<file path="src/rtl/imem_loader_if.sv">
`default_nettype none
// ============================================================================
// Module      : imem_loader_if
// Description : Byte stream, control and instruction-memory write signals
//               of the program loader.
// Revision    : 1.0 - initial release
// ============================================================================
interface imem_loader_if #(
  parameter int ADDR_W = 6
) ();
  logic              start;
  logic [ADDR_W:0]   word_count;
  logic              byte_valid;
  logic [7:0]        byte_data;
  logic              byte_ready;
  logic              imem_we;
  logic [ADDR_W-1:0] imem_addr;
  logic [31:0]       imem_wdata;
  logic              core_rst;
  logic              busy;
  logic              done;
  logic              err;

  // Loader side
  modport slave (
    input  start, word_count, byte_valid, byte_data,
    output byte_ready, imem_we, imem_addr, imem_wdata,
           core_rst, busy, done, err
  );

  // Host / byte source side
  modport master (
    output start, word_count, byte_valid, byte_data,
    input  byte_ready, imem_we, imem_addr, imem_wdata,
           core_rst, busy, done, err
  );
endinterface
`default_nettype wire

</file>
<file path="src/rtl/imem_loader.sv">
`default_nettype none
// ============================================================================
// Module      : imem_loader
// Description : Assembles a little-endian byte stream into 32-bit words and
//               writes them to instruction memory from address 0, holding the
//               core in reset until the load completes.
// Revision    : 1.0 - initial release
// ============================================================================
module imem_loader #(
  parameter int ADDR_W = 6
) (
  input  wire          CLK,
  input  wire          rst_n,
  imem_loader_if.slave bus
);

  typedef enum logic [1:0] {
    S_IDLE    = 2'd0,
    S_RECV    = 2'd1,
    S_WRITE   = 2'd2,
    S_RELEASE = 2'd3
  } state_t;

  // Largest legal count: the full memory depth.
  localparam logic [ADDR_W:0] WORDS_MAX = {1'b1, {ADDR_W{1'b0}}};

  state_t            state_q;
  logic [ADDR_W:0]   count_q;
  logic [ADDR_W-1:0] widx_q;
  logic [1:0]        bidx_q;
  logic [31:0]       word_q;
  logic              byte_ready_q;
  logic              imem_we_q;
  logic [ADDR_W-1:0] imem_addr_q;
  logic [31:0]       imem_wdata_q;
  logic              core_rst_q;
  logic              busy_q;
  logic              done_q;
  logic              err_q;

  logic              count_ok;
  logic              last_word;

  assign count_ok  = (bus.word_count != '0) && (bus.word_count <= WORDS_MAX);
  assign last_word = ({1'b0, widx_q} == (count_q - 1'b1));

  // Loader FSM; every output is a register so byte_ready never depends
  // combinationally on byte_valid.
  always_ff @(posedge CLK or negedge rst_n) begin
    if (!rst_n) begin
      state_q      <= S_IDLE;
      count_q      <= '0;
      widx_q       <= '0;
      bidx_q       <= '0;
      word_q       <= '0;
      byte_ready_q <= 1'b0;
      imem_we_q    <= 1'b0;
      imem_addr_q  <= '0;
      imem_wdata_q <= '0;
      core_rst_q   <= 1'b1;
      busy_q       <= 1'b0;
      done_q       <= 1'b0;
      err_q        <= 1'b0;
    end else begin
      case (state_q)
        S_IDLE: begin
          err_q  <= 1'b0;
          done_q <= 1'b0;
          if (bus.start) begin
            if (count_ok) begin
              count_q      <= bus.word_count;
              widx_q       <= '0;
              bidx_q       <= '0;
              core_rst_q   <= 1'b1;
              byte_ready_q <= 1'b1;
              busy_q       <= 1'b1;
              state_q      <= S_RECV;
            end else begin
              err_q <= 1'b1;
            end
          end
        end

        S_RECV: begin
          // byte_ready is always high here, so byte_valid alone means a transfer.
          if (bus.byte_valid) begin
            case (bidx_q)
              2'd0:    word_q[7:0]   <= bus.byte_data;
              2'd1:    word_q[15:8]  <= bus.byte_data;
              2'd2:    word_q[23:16] <= bus.byte_data;
              default: word_q[31:24] <= bus.byte_data;
            endcase
            bidx_q <= bidx_q + 2'd1;
            if (bidx_q == 2'd3) begin
              imem_we_q    <= 1'b1;
              imem_addr_q  <= widx_q;
              imem_wdata_q <= {bus.byte_data, word_q[23:0]};
              byte_ready_q <= 1'b0;
              state_q      <= S_WRITE;
            end
          end
        end

        S_WRITE: begin
          imem_we_q <= 1'b0;
          if (last_word) begin
            done_q  <= 1'b1;
            state_q <= S_RELEASE;
          end else begin
            widx_q       <= widx_q + 1'b1;
            bidx_q       <= '0;
            byte_ready_q <= 1'b1;
            state_q      <= S_RECV;
          end
        end

        default: begin
          done_q     <= 1'b0;
          core_rst_q <= 1'b0;
          busy_q     <= 1'b0;
          state_q    <= S_IDLE;
        end
      endcase
    end
  end

  assign bus.byte_ready = byte_ready_q;
  assign bus.imem_we    = imem_we_q;
  assign bus.imem_addr  = imem_addr_q;
  assign bus.imem_wdata = imem_wdata_q;
  assign bus.core_rst   = core_rst_q;
  assign bus.busy       = busy_q;
  assign bus.done       = done_q;
  assign bus.err        = err_q;

endmodule
`default_nettype wire

</file>
<file path="src/flat_wrapper.sv">
// flat-port wrapper written by rule: the top's interface ports become plain ports
module imem_loader_flat 
#(
  parameter int ADDR_W = 6
)
  (CLK, rst_n, bus_start, bus_word_count, bus_byte_valid, bus_byte_data, bus_byte_ready, bus_imem_we, bus_imem_addr, bus_imem_wdata, bus_core_rst, bus_busy, bus_done, bus_err);
  imem_loader_if #(.ADDR_W(ADDR_W)) bus_i ();
  input  wire CLK;
  input  wire rst_n;
  input wire logic [$bits(bus_i.start)-1:0] bus_start;
  input wire logic [$bits(bus_i.word_count)-1:0] bus_word_count;
  input wire logic [$bits(bus_i.byte_valid)-1:0] bus_byte_valid;
  input wire logic [$bits(bus_i.byte_data)-1:0] bus_byte_data;
  output wire logic [$bits(bus_i.byte_ready)-1:0] bus_byte_ready;
  output wire logic [$bits(bus_i.imem_we)-1:0] bus_imem_we;
  output wire logic [$bits(bus_i.imem_addr)-1:0] bus_imem_addr;
  output wire logic [$bits(bus_i.imem_wdata)-1:0] bus_imem_wdata;
  output wire logic [$bits(bus_i.core_rst)-1:0] bus_core_rst;
  output wire logic [$bits(bus_i.busy)-1:0] bus_busy;
  output wire logic [$bits(bus_i.done)-1:0] bus_done;
  output wire logic [$bits(bus_i.err)-1:0] bus_err;
  assign bus_i.start = bus_start;
  assign bus_i.word_count = bus_word_count;
  assign bus_i.byte_valid = bus_byte_valid;
  assign bus_i.byte_data = bus_byte_data;
  assign bus_byte_ready = bus_i.byte_ready;
  assign bus_imem_we = bus_i.imem_we;
  assign bus_imem_addr = bus_i.imem_addr;
  assign bus_imem_wdata = bus_i.imem_wdata;
  assign bus_core_rst = bus_i.core_rst;
  assign bus_busy = bus_i.busy;
  assign bus_done = bus_i.done;
  assign bus_err = bus_i.err;
  imem_loader #(.ADDR_W(ADDR_W)) u_core (.CLK(CLK), .rst_n(rst_n), .bus(bus_i));
endmodule
</file>
<file path="config.mk">
export PLATFORM = sky130hd
export DESIGN_NAME = imem_loader_flat
export DESIGN_NICKNAME = d
export VERILOG_FILES = /design/src/rtl/imem_loader_if.sv /design/src/rtl/imem_loader.sv /design/src/flat_wrapper.sv
export SDC_FILE = /design/constraint.sdc
export NUM_CORES = 1
export LEC_CHECK = 0
export BUFFER_PORTS_ARGS = -buffer_cell sky130_fd_sc_hd__buf_2
export CAP_MARGIN = 0
export CELL_PAD_IN_SITES_DETAIL_PLACEMENT = 0
export CELL_PAD_IN_SITES_GLOBAL_PLACEMENT = 1
export CORE_MARGIN = 2
export CORE_UTILIZATION = 49
export CTS_BUF_LIST = sky130_fd_sc_hd__clkbuf_16
export CTS_CLUSTER_SIZE = 25
export DETAILED_ROUTE_END_ITERATION = 7
export GPL_TIMING_DRIVEN = 0
export PLACE_DENSITY_LB_ADDON = 0.25
export SLEW_MARGIN = 15
export SYNTH_ARGS = -nofsm -noshare
export SYNTH_HDL_FRONTEND = slang
export SYNTH_SLANG_ARGS = --single-unit
</file>
<file path="constraint.sdc">
create_clock -name CLK -period 6.12 [get_ports CLK]
set_input_delay 1.53 -clock CLK [delete_from_list [all_inputs] [get_ports CLK]]
set_output_delay 1.53 -clock CLK [all_outputs]
set_load 0.05 [all_outputs]
</file>
==> results of run 1 <==
cell type report:
| type | instances | area [µm²] |
|---|---|---|
| fillers | 611 | 2820 |
| inverters | 11 | 41.3 |
| well taps | 99 | 124 |
| repair buffers | 63 | 340 |
| clock buffers | 9 | 225 |
| clock inverters | 7 | 73.8 |
| plain buffers | 10 | 40.0 |
| multi-input cells | 165 | 1460 |
| flip-flops and latches | 85 | 2130 |
routing by layer:
metal  up-vias  GRT usage, %  wire, µm
met3        15          3.51       256
met2        59          28.3      3330
met5         -             0         0
li1       1120             -         -
met1      1177          23.2      2970
met4         0          8.21       164
cells in the final DEF (no fill, tap or decap), drive strengths merged, types with 3 or more instances in the layout:
cell type | netlist | final
dfrtp | 84 | 84
mux2 | 70 | 70
buf | 3 | 66
clkbuf | 7 | 16
inv | 11 | 14
nand2 | 11 | 11
ha | 10 | 10
nor2 | 9 | 9
o21ai | 7 | 7
nand3 | 6 | 6
a41oi | 6 | 6
xnor2 | 5 | 5
nand2b | 5 | 5
xor2 | 4 | 4
a31oi | 4 | 4
nor3 | 3 | 3
nand4 | 3 | 3
clkinvlp | 0 | 3
logic make-up after synthesis:
kind of cell             share of synthesized area, %
flip-flops                                       58.1
AND/OR/NAND/NOR                                  6.69
AO/OA/AOI/OAI                                    5.43
buffers and inverters                            2.22
XOR/XNOR                                         2.15
multiplexers                                     22.0
adder cells (fa/ha/maj)                          3.41
registers in the layout (all words and copies together) (netlist names):
| name | cells |
|---|---|
| u_core.bus.imem_addr | 6 |
| u_core.bus.busy | 1 |
| u_core.word_q | 24 |
| u_core.bus.imem_we | 1 |
| u_core.bus.imem_wdata | 32 |
| u_core.bus.byte_ready | 1 |
| u_core.widx_q | 6 |
| u_core.bus.core_rst | 1 |
| u_core.bus.done | 1 |
| u_core.bus.err | 1 |
| u_core.count_q | 7 |
| u_core.state_q | 2 |
| u_core.bidx_q | 2 |
power breakdown:
part	switching [mW]	leakage, nW	internal (mW)
clock	0.224	0.140	0.317
combinational	0.388	1.01	0.268
sequential	0.109	1.12	0.720
total	0.721	2.26	1.31
worst register-to-register path: stages (launching register included):
cell                       delay (ns)
sky130_fd_sc_hd__dfrtp_1         0.39
sky130_fd_sc_hd__inv_1           0.09
sky130_fd_sc_hd__ha_1            0.25
sky130_fd_sc_hd__and2_1          0.16
sky130_fd_sc_hd__clkbuf_1        0.17
sky130_fd_sc_hd__nand2_1         0.12
sky130_fd_sc_hd__clkbuf_1        0.46
sky130_fd_sc_hd__buf_1           0.62
sky130_fd_sc_hd__mux2_2          0.42
worst paths after layout:
path	startpoint	end	slack, ns	cells after the start
worst max-delay path	bus_byte_valid	u_core.bus.imem_wdata[24]	2.75	7
worst min-delay path	u_core.bus.imem_addr[1]	u_core.bus.imem_addr[1]	0.50	1
worst max register to register	u_core.state_q[1]	u_core.bus.imem_wdata[24]	3.31	8
worst min register to register	u_core.bus.imem_addr[1]	u_core.bus.imem_addr[1]	0.50	1
max in group asynchronous	rst_n	u_core.bus.imem_wdata[1]	4.35	2
min in group asynchronous	rst_n	u_core.bus.imem_wdata[12]	1.15	1
Yosys cell counts (all sizes together), types with 3 or more instances:
| cell type | count |
|---|---|
| dfrtp | 84 |
| mux2 | 70 |
| inv | 11 |
| nand2 | 11 |
| ha | 10 |
| nor2 | 9 |
| clkbuf | 7 |
| o21ai | 7 |
| a41oi | 6 |
| nand3 | 6 |
| nand2b | 5 |
| xnor2 | 5 |
| a31oi | 4 |
| xor2 | 4 |
| buf | 3 |
| nand4 | 3 |
| nor3 | 3 |
stage by stage:
step                hold WS (ns)  area [µm²]  util (%)  instances  total power, mW
floorplan                  0.475        3670         -        271             1.34
global placement           0.480        4100      56.5        432             1.48
detailed placement         0.489        4130      56.9        433             1.50
CTS                        0.502        4430      61.1        449             2.05
global route               0.512        4430      61.1        449             2.15
finish                     0.498        4430      61.1        449             2.03
==> results by stage, run 1 <==
Worst setup path:
- The worst setup path is captured at a flop.
- The worst setup path is launched from an input pin.
- The signal on the critical path passes through buf_2 > and2_1 > clkbuf_1 > nand2_1 > clkbuf_1 > buf_1 > mux2_2.
- For this design, the slowest cell found on the critical path is sky130_fd_sc_hd__buf_1.
- The maximum fanout count along the critical path is 10.
- The cell family contributing the most delay on the critical path is buffers and inverters.
- The delay of the slowest cell on the worst path is 0.62 ns.
- The required time at the endpoint of the critical path is 6.33 ns.
- The most prevalent standard cell on the critical path is sky130_fd_sc_hd__clkbuf_1.
- The number of buffers and inverters on the critical path is 4.
- STA puts the critical path data arrival time at 3.58 ns.
- The path type of the worst setup path is input pin to flop.

Timing:
- The achievable frequency is 297 MHz.
- In the post-route analysis, the smallest setup slack over all paths is 2.75 ns.
- The final worst clock skew is 0.00553 ns.
- Subtracting the final worst setup slack from the clock period gives 3.37 ns.
- At the pin with the least slew margin, the transition time is 0.726 ns.
- Setup repair after global routing left no endpoint under its margin.
- The count of endpoints failing hold in the final timing report is 0.
- The count of final max-slew check failures is 0.
- The final critical-path share of the clock period is 55.0%.
- The relative slew slack is 51.6%.
- In the final timing run, aggregate negative setup slack is 0 ns.
- Setup violations remaining at the end of the flow were counted as 0.

Yosys:
- The number of instances in the synthesized netlist is 271.
- The share of synthesized area in the top cell type comes to 57.3%.
- The number of distinct library cells after synthesis is 39.
- The async set or reset register ratio after synthesis is 100%.
- Yosys printed 0 warnings.
- Yosys attributes the largest share of cell area to sky130_fd_sc_hd__dfrtp_1 (57%), sky130_fd_sc_hd__mux2_2 (22%), sky130_fd_sc_hd__ha_1 (3.4%).
- After synthesis the cells add up to 0.00367 mm².
- The portion of the post-synthesis area used by sequential elements is 58.1%.
- The number of synthesized register bits is 85.
- The cell accounting for the most synthesized area is sky130_fd_sc_hd__dfrtp_1.
- The average instance area after synthesis is 13.5 µm².
- Counting every net in the synthesized netlist gives 300.
- The predominant post-synthesis flop cell is sky130_fd_sc_hd__dfrtp_1.
- Counting flops with a built-in enable in the synthesized netlist gives 0.

Drt:
- The antenna violation net count after detailed routing is 0.
- The DRC violation count after routing is 0.
- For this block, the via count after detailed routing is 2371.
- The vias per cell is 5.28.
- The detailed-routing iteration count for the pre-antenna-repair pass is 4.
- The number of DRC markers in iteration 0 is 64.
- After detailed routing, the average wire length per cell comes to 15.0 µm.
- The final wirelength is 6720 µm.

CTS:
- Clock-pin slew was measured on the worst setup and hold paths at 0.06 ns.
- The total setup buffers inserted after CTS is 0.
- Buffers inserted during clock tree synthesis total 9.
- The clock network latency to the later pin of the worst-skew pair is 0.33 ns.
- The cell chosen for the clock root is sky130_fd_sc_hd__clkbuf_16.
- The deepest level of the CTS H-tree is 3.
- The clock tree from TritonCTS is yes.
- The post-cts sizing count is 0.
- The number of clock sinks is 85.
- The number of buffers inserted by hold repair at cts is 0.
- The clock passes through at most 2 buffers.

Die:
- The die outline height is 90.5 µm.
- After floorplanning, the core was sized to cover 0.00725 mm².
- The die covers 0.00819 mm².
- The floorplan has 31 rows.
- The initial standard-cell utilization of the core is 50.5%.
- The boundary pin count is 63.
- The die is 90.5 µm wide.

Global routing:
- The all-layer global routing usage is 17.6%.
- The first global-routing pass estimated 11400 µm of wire.
- The number of antenna violations at the first check in global routing is 0.
- Global routing finished with a remaining overflow of 0.
- Entering global routing, the biggest net connects 51 pins.
- The via count of the first global-routing pass came to 2335.

Power and ir drop:
- The reported leakage power is 2.26 nW.
- The power per unit of standard cell area is 458 mW/mm².
- The worst-case vdd ir drop is 0.259 mV.

Final layout:
- The net count of the finished layout is 374.
- From synthesis to final layout, the design area changed by 20.8%.
- The fraction of layout cells with a size suffix above 1 is 44.3%.
- The total inserted antenna cells is 0.

Run:
- Max-cap violations in this run came to 0.

Placed design:
- OpenSTA, run right after detailed placement, puts the worst setup slack at 2.42 ns.
- The post-detailed-placement half-perimeter wirelength is 4780 µm.
- The count of input and output buffers is 62.
- At the end of routability-driven placement, the weighted congestion stood at 0.797.

Worst hold path:
- The classification of the worst-slack hold path is flop to flop.

Status:
- The flow ran to the end, and the final reports show no timing, DRC or antenna violations.
Note: power is estimated with default switching activity, not from simulation.
==> inputs of run 2 (changes only) <==
Settings changed: CORE_UTILIZATION 49 to 41.
Clock period 6.12 ns to 2.9 ns, I/O delays scaled along.
==> results by stage, run 2 (synthesis gave the netlist of run 1 again) <==
Placed design:
- The count of placed standard cells including taps is 442 (was 433).
- The post-detailed-placement half-perimeter wirelength was 4740 µm (was 4780 µm).
- The placer congestion estimate is 0.698 (was 0.797).
- The count of input and output buffers is 62 (unchanged).

Timing:
- The count of endpoints failing hold in the final timing report is 0 (unchanged).
- The slew of the pin with the lowest slew margin came to 0.644 ns (was 0.726 ns).
- The count of final max-slew check failures is 0 (unchanged).
- RSZ-0062 raised after global routing: no (unchanged).
- The relative slew slack is 57.1% (was 51.6%).
- The setup violation total in the final timing report is 0 (unchanged).
- The worst path uses 92.5% of the clock period.
- The clock period could shrink to 2.68 ns.
- The final worst clock skew is 0.0102 ns (was 0.00553 ns).
- The worst-case hold slack is 0.387 ns (was 0.498 ns).
- Derived from the worst setup path, the maximum achievable clock frequency is 373 MHz.

Final layout:
- The fraction of layout cells with a size suffix above 1 is 44.9% (was 44.3%).
- The post-layout net count is 374 (unchanged).
- The area growth from synthesis to layout is 20.3% (was 20.8%).
- Commonest cells after routing, fill and taps aside: sky130_fd_sc_hd__dfrtp_1 (84), sky130_fd_sc_hd__mux2_2 (70), sky130_fd_sc_hd__buf_2 (63), sky130_fd_sc_hd__inv_1 (11), sky130_fd_sc_hd__nand2_1 (11) (was sky130_fd_sc_hd__dfrtp_1 (84), sky130_fd_sc_hd__mux2_2 (70), sky130_fd_sc_hd__buf_2 (63), sky130_fd_sc_hd__inv_1 (12), sky130_fd_sc_hd__nand2_1 (11)).
- The register area came to 0.00213 mm² (unchanged).
- The final non-filler cell total is 458 (was 449).
- The most frequent standard cell in the layout excluding fill and tap cells is sky130_fd_sc_hd__dfrtp_1 (unchanged).
- The total area of multi-input combinational cells is 0.00146 mm² (unchanged).
- The total inserted antenna cells is 0 (unchanged).
- The number of flip-flops under the largest register name is 32 (unchanged).
- The total of fill cells in the finished design came to 808 (was 611).

Global routing:
- The largest net degree at the start of global routing was 45 (was 51).
- The met2 global-route usage came to 24.0% (was 28.3%).
- The busiest layer in global routing is met2 (unchanged).
- The via count of the first global-routing pass is 2318 (was 2335).
- The met1 capacity usage during global routing came to 20.0% (was 23.2%).
- The first-pass GRT wire length is 11400 µm (about the same).
- The number of antenna violations at the first check in global routing is 0 (unchanged).
- The met3 demand-to-capacity share in global routing came to 2.84% (was 3.51%).
- The all-layer global routing usage was 14.9% (was 17.6%).
- The global-route congestion overflow total is 0 (unchanged).

CTS:
- The post-CTS clock slew at the launch and capture registers of the worst setup and hold paths is 0.06 ns (about the same).
- The maximum clock path buffer count is 2 (unchanged).
- The clock network latency to the later pin of the worst-skew pair was 0.33 ns (about the same).
- The cell chosen for the clock root is sky130_fd_sc_hd__clkbuf_16 (unchanged).
- The number of buffers inserted by hold repair at cts was 0 (unchanged).
- The deepest level of the CTS H-tree was 3 (unchanged).
- The clock tree from TritonCTS is yes (unchanged).
- The post-cts sizing count is 0 (unchanged).
- The total setup buffers inserted after CTS is 0 (unchanged).
- The number of clock sinks is 85 (unchanged).
- The clock buffer count from CTS is 9 (unchanged).

Worst setup path:
- The highest-delay cell along the critical path is sky130_fd_sc_hd__or4_1 (was sky130_fd_sc_hd__buf_1).
- The critical register-to-register path startpoint was u_core.count_q[0] (was u_core.state_q[1]).
- The required time at the endpoint of the critical path is 3.11 ns (was 6.33 ns).
- The launching element of the worst setup path is u_core.count_q[0] (was bus_byte_valid).
- Cell-by-cell trace of the critical path: inv_1 > ha_1 > or3b_2 > nor3_1 > xor2_1 > or4_1 > buf_2 > nand4_1 > or3b_1 (was buf_2 > and2_1 > clkbuf_1 > nand2_1 > clkbuf_1 > buf_1 > mux2_2).
- The arrival time at the worst endpoint is 2.89 ns (was 3.58 ns).
- The type of origin of the critical path is a flop (was input pin).
- The number of buffers and inverters on the critical path is 2 (was 4).
- The endpoint kind of the worst setup timing path is a flop (unchanged).
- The register-to-register setup slack is 0.22 ns (was 3.31 ns).
- The cell family contributing the most delay on the critical path was simple AND/OR/NAND/NOR gates (was buffers and inverters).
- The delay of the slowest cell on the worst path is 0.50 ns (was 0.62 ns).
- The path type of the worst setup path is flop to flop (was input pin to flop).
- The maximum fanout count along the critical path was 8 (was 10).

Die:
- The cell row count was 34 (was 31).
- The die outline height was 98.6 µm (was 90.5 µm).
- The placeable core region is 0.00868 mm² (was 0.00725 mm²).
- The chip width is 98.6 µm (was 90.5 µm).
- The initial standard-cell utilization of the core is 42.2% (was 50.5%).
- The boundary pin count is 63 (unchanged).
- The die area is 0.00971 mm² (was 0.00819 mm²).

Power and ir drop:
- The worst-case vdd ir drop is 0.417 mV (was 0.259 mV).
- The power per unit of standard cell area is 947 mW/mm² (was 458 mW/mm²).
- The reported leakage power came to 2.25 nW (was 2.26 nW).

Drt:
- The number of DRC markers in iteration 0 is 46 (was 64).
- The final wirelength was 6850 µm (was 6720 µm).
- The detailed-routing iteration count for the pre-antenna-repair pass is 4 (unchanged).
- The antenna violation net count after detailed routing came to 0 (unchanged).
- The vias per cell was 5.16 (was 5.28).
- The detailed-route wire length per cell is 15.0 µm (about the same).
- The DRC violation count after routing is 0 (unchanged).
- The number of vias in the routed layout is 2364 (was 2371).

Run:
- The count of maximum capacitance violations was 0 (unchanged).

Status:
- Result of the run: finished clean (unchanged).

Worst hold path:
- The classification of the worst-slack hold path was input pin to asynchronous set/reset pin (was flop to flop).
run 2: area by class of cell:
| type | instances | share of cell area, % |
|---|---|---|
| flip-flops and latches | 85 | 48.3 |
| repair buffers | 63 | 7.55 |
| multi-input cells | 165 | 33.0 |
| clock inverters | 7 | 1.11 |
| well taps | 108 | 3.06 |
| inverters | 11 | 0.936 |
| clock buffers | 9 | 5.11 |
| plain buffers | 10 | 0.965 |
run 2: routing by layer:
| metal | part of all wire (%) | wire (µm) |
|---|---|---|
| met5 | 0 | 0 |
| met4 | 1.4 | 97 |
| met3 | 3.8 | 259 |
| met2 | 48 | 3270 |
| met1 | 47 | 3220 |
run 2: path summary, 6_finish.rpt:
check | endpoint | cells after the start
worst min-delay path | u_core.bus.imem_wdata[18] | 1
max in group asynchronous | u_core.bus.core_rst | 2
worst min register to register | u_core.bus.imem_wdata[19] | 1
worst max-delay path | u_core.bidx_q[0] | 9
min in group CLK | u_core.bus.imem_wdata[19] | 1
worst max register to register | u_core.bidx_q[0] | 9
run 2: metrics by stage:
stage | setup WS [ns] | power [mW] | util [%] | cell area, µm² | TNS (ns)
6_report | 0.216 | 4.18 | 50.8 | 4410 | 0
5_1_grt | 0.0190 | 4.45 | 50.8 | 4410 | 0
4_1_cts | 0.0360 | 4.23 | 50.8 | 4410 | 0
3_5_place_dp | -0.0655 | 3.17 | 47.6 | 4130 | -0.696
3_3_place_gp | -0.0519 | 3.12 | 47.4 | 4110 | -0.552
2_1_floorplan | 0.386 | 2.82 | - | 3670 | 0
run 2: power by group:
group / switching, mW / internal (mW) / total, mW
Sequential: 0.227 / 1.52 / 1.75
Clock: 0.476 / 0.582 / 1.06
Combinational: 0.811 / 0.563 / 1.37
Total: 1.51 / 2.66 / 4.18
